### src/rtl/sixteen_to_one_mux_pkg.sv
// Shared sizing constants for the 16:1 selector tree.
package sixteen_to_one_mux_pkg;
   localparam int NUM_LANES = 16;
   localparam int SEL_W     = 4;
endpackage

### src/rtl/sixteen_to_one_mux_mux4_to_1.sv
// W-bit 4:1 selector; leaf of the 16:1 tree.
module mux4_to_1 #(
   parameter int W = 1
) (
   input  logic [W-1:0] d0,
   input  logic [W-1:0] d1,
   input  logic [W-1:0] d2,
   input  logic [W-1:0] d3,
   input  logic [1:0]   s,
   output logic [W-1:0] y
);
   assign y = s[1] ? (s[0] ? d3 : d2) : (s[0] ? d1 : d0);
endmodule

### src/rtl/sixteen_to_one_mux.sv
// 16:1 lane selector: two-level 4:1 tree, combinational result plus a registered copy.
module sixteen_to_one_mux
   import sixteen_to_one_mux_pkg::*;
#(
   parameter int W = 1
) (
   input  logic                 clk,
   input  logic                 rst_n,
   input  logic [NUM_LANES*W-1:0] a,
   input  logic [SEL_W-1:0]     sel,
   input  logic                 en,
   output logic [W-1:0]         result,
   output logic [W-1:0]         result_q,
   output logic                 result_valid
);
   localparam int NUM_GRP = NUM_LANES / 4;

   logic [NUM_LANES-1:0][W-1:0] lane;
   logic [NUM_GRP-1:0][W-1:0]   grp_y;

   assign lane = a;

   // First level: sel[1:0] picks within each group of four consecutive lanes.
   for (genvar g = 0; g < NUM_GRP; g++) begin : g_l1
      mux4_to_1 #(.W(W)) u_mux (
         .d0 (lane[4*g+0]),
         .d1 (lane[4*g+1]),
         .d2 (lane[4*g+2]),
         .d3 (lane[4*g+3]),
         .s  (sel[1:0]),
         .y  (grp_y[g])
      );
   end

   mux4_to_1 #(.W(W)) u_l2 (
      .d0 (grp_y[0]),
      .d1 (grp_y[1]),
      .d2 (grp_y[2]),
      .d3 (grp_y[3]),
      .s  (sel[3:2]),
      .y  (result)
   );

   always_ff @(posedge clk or negedge rst_n) begin
      if (!rst_n) begin
         result_q     <= '0;
         result_valid <= 1'b0;
      end else if (en) begin
         result_q     <= result;
         result_valid <= 1'b1;
      end else begin
         result_valid <= 1'b0;
      end
   end
endmodule

### config.mk
export PLATFORM = sky130hd
export DESIGN_NAME = sixteen_to_one_mux
export DESIGN_NICKNAME = d
export VERILOG_FILES = /design/src/rtl/sixteen_to_one_mux_pkg.sv /design/src/rtl/sixteen_to_one_mux_mux4_to_1.sv /design/src/rtl/sixteen_to_one_mux.sv
export SDC_FILE = /design/constraint.sdc
export NUM_CORES = 1
export LEC_CHECK = 0
export CAP_MARGIN = 20
export CORE_AREA = 2 2 39 41
export CTS_BUF_LIST = sky130_fd_sc_hd__clkbuf_8 sky130_fd_sc_hd__clkbuf_16
export CTS_CLUSTER_SIZE = 20
export DETAILED_ROUTE_END_ITERATION = 16
export DIE_AREA = 0 0 41 43
export PLACE_DENSITY_LB_ADDON = 0.3
export SLEW_MARGIN = 30
export SYNTH_ARGS = -nofsm -noshare
export SYNTH_HDL_FRONTEND = slang
export SYNTH_HIERARCHICAL = 1
export SYNTH_SLANG_ARGS = --single-unit
### constraint.sdc
create_clock -name clk -period 3.2 [get_ports clk]
set_input_delay 0.96 -clock clk [delete_from_list [all_inputs] [get_ports clk]]
set_output_delay 0.96 -clock clk [all_outputs]
set_load 0.005 [all_outputs]
==> results of run 1 <==
-- power breakdown --
part           total [mW]  internal, mW  switching (mW)
clock              0.0989        0.0795          0.0195
combinational      0.0523        0.0404          0.0118
sequential         0.0303        0.0287         0.00161
total               0.182         0.149          0.0329
-- cell families (layout without fill, tap and decap cells) --
kind of cell,after synthesis,after routing,share of synthesized area (%)
buffers and inverters,0,28,0
multiplexers,6,6,71.83
flip-flops,2,2,28.17
-- metrics by stage --
stage               setup WS [ns]  power [mW]
finish                    0.03072      0.1815
global placement          -0.8011     0.08767
CTS                      0.001190      0.1837
global route             0.001072      0.1919
detailed placement        -0.8290     0.08875
floorplan                  0.3319     0.04747
-- worst max-delay path by stage --
stage / slack (ns) / to / start
3_5_place_dp: -0.83 / result / sel[0]
4_1_cts: 0.001 / result / a[8]
5_1_grt: 0.001 / result / a[10]
3_3_place_gp: -0.80 / result / sel[0]
6_report: 0.03 / result / a[12]
2_1_floorplan: 0.33 / result / sel[0]
-- cell usage after synthesis --
cell	count	area [um2]
mux2_4	1	15.01
dfrtp_1	2	50.05
mux4_2	5	112.6
-- layout by cell type, fill, tap and decap left out --
cell and instances:
mux4_2 5, clkdlybuf4s15_1 14, dfrtp_1 2, clkdlybuf4s50_1 6
mux2_4 1, clkbuf_2 2, clkbuf_8 3, dlygate4sd2_1 1
buf_6 2
-- flip-flops by register name (all words and copies together) (netlist names) --
register      count
result_q          1
result_valid      1
-- routing by layer --
layer  track usage [%]  part of all wire, %  routed length (um)
met3             4.188                   16                 105
met5                 0                    0                   0
met1             6.818                   25                 162
met4             12.00                  5.6                  36
met2             15.63                   53                 339
-- layout make-up --
cell class,count,area share [%]
multi-input combinational,6,26.56
tap,16,4.167
sequential,2,10.42
clock buffer,3,8.594
timing repair buffer,25,50.26
-- worst max-delay path, cell delays in order --
cell	delay [ns]
clkdlybuf4s15_1	0.17
mux4_2	0.44
mux4_2	0.50
buf_6	0.13
==> impl_metrics.py, run 1 <==
metrics = {
    "hold_path": {
        "hp-start": "result_q",
        "hold_end": "result_q",
        "min_path_type": "reg -> reg",
        "min_delay_path_depth": 1,
    },
    "logic_synthesis": {
        "syn_nets": 31,
        "netlist_area_um2": 177.7,
        "synth.distinct_cells": 3,
        "synth_seq_cells": 2,
        "ys_warn_count": 6,
        "syn-instance-count": 8,
        "synth.avg_cell_area_um2": 22.21,
        "yosysSeqAreaShare_pct": 28.17,
    },
    "cells_and_area": {
        "multi_input_area_um2": 127.6,
        "drive_gt1_share_pct": 36.11,
        "fillers": 149,
        "n_antenna_cell": 0,
        "finish.utilization_pct": 34.72,
        "design_area_um2": 480.5,
        "seq_area_um2": 50.05,
        "nNetsFinal": 61,
        "stdcell_count": 52,
        "syn2layout_area_growth_pct": 170.4,
    },
    "clocking": {
        "cts_buffer_depth": 2,
        "cts-buffers-inserted": 3,
        "clock_sinks": 2,
        "htree_levels": 1,
        "insertion_delay_ns": 0.21,
        "cts_hold_buf": 0,
        "cts_tree": "built",
        "clkTransAtPathRegs_ns": 0.03,
        "post_cts_resized": 41,
        "cts-root-buf": "clkbuf_8",
        "cts_setup_buffers": 0,
    },
    "route": {
        "vias_per_cell": 4.308,
        "drc": 0,
        "wl_per_cell_um": 12.35,
        "dr.pass1.iters": 1,
        "vias": 224,
        "drt_iter0_markers": 0,
        "wirelength_um": 642,
        "postRouteAntennaNets": 0,
    },
    "worst_setup_path": {
        "r2r_cells": 1,
        "cp-end-kind": "output pin",
        "r2r-start": "result_q",
        "crit_fanout": 2,
        "crit_path_start_kind": "input port",
        "crit_type": "in -> out",
        "r2r-end": "result_q",
        "cp.required_ns": 2.24,
        "regToRegSetupSlack_ns": 2.45,
        "arrival_ns": 2.21,
    },
    "floorplan": {
        "die-area_um2": 1763,
        "start_util_pct": 12.84,
        "std_cell_rows": 14,
        "core_um2": 1384,
        "die_w_um": 41,
        "ioPinCount": 26,
        "fp.dieH_um": 43,
    },
    "timing": {
        "fin_hold_ws_ns": 0.5146,
        "drv_slew": 0,
        "max_freq_ghz": 0.3155,
        "tightest_slew_ns": 0.1633,
        "rsz0062_at_grt": "no",
        "timing.final.crit_period_ns": 3.169,
        "fin_setup_tns_ns": 0,
        "finalClockSkew_ns": 0,
        "min_period_over_period_pct": 99.04,
        "max_slew_margin_pct": 89.11,
        "setup_viol": 0,
        "hold_violations": 0,
    },
    "placement": {
        "place_inst": 49,
        "place_congestion": 0.6274,
        "port_buffers": 25,
        "place_area_um2": 447.9,
    },
    "global_route": {
        "antenna_found_initial": 0,
        "first_global_vias": 263,
        "grt_max_degree": 5,
        "grt_overflow_total": 0,
        "grt_first_pass_wirelength_um": 1028,
        "gr-usage-all-layers_pct": 9.768,
    },
    "run": {
        "cap_violations": 0,
    },
    "pwr": {
        "ir_drop_v": 0.0001028,
        "p_leak_nw": 0.1979,
        "power.density_nw_per_um2": 377.8,
    },
    "run_status": {
        "status": "completed",
    },
}
No activity file was read; power rests on OpenSTA's default activity.
==> inputs of run 2 (changes only) <==
Settings changed: CAP_MARGIN 20 to 25.
==> results of run 2 <==
Final layout, timing and power as in run 1 (identical DEF).
==> inputs of run 3 (changes only) <==
Settings changed: CAP_MARGIN 25 to 20.
==> results of run 3 <==
Final layout, timing and power as in run 1 (identical DEF).
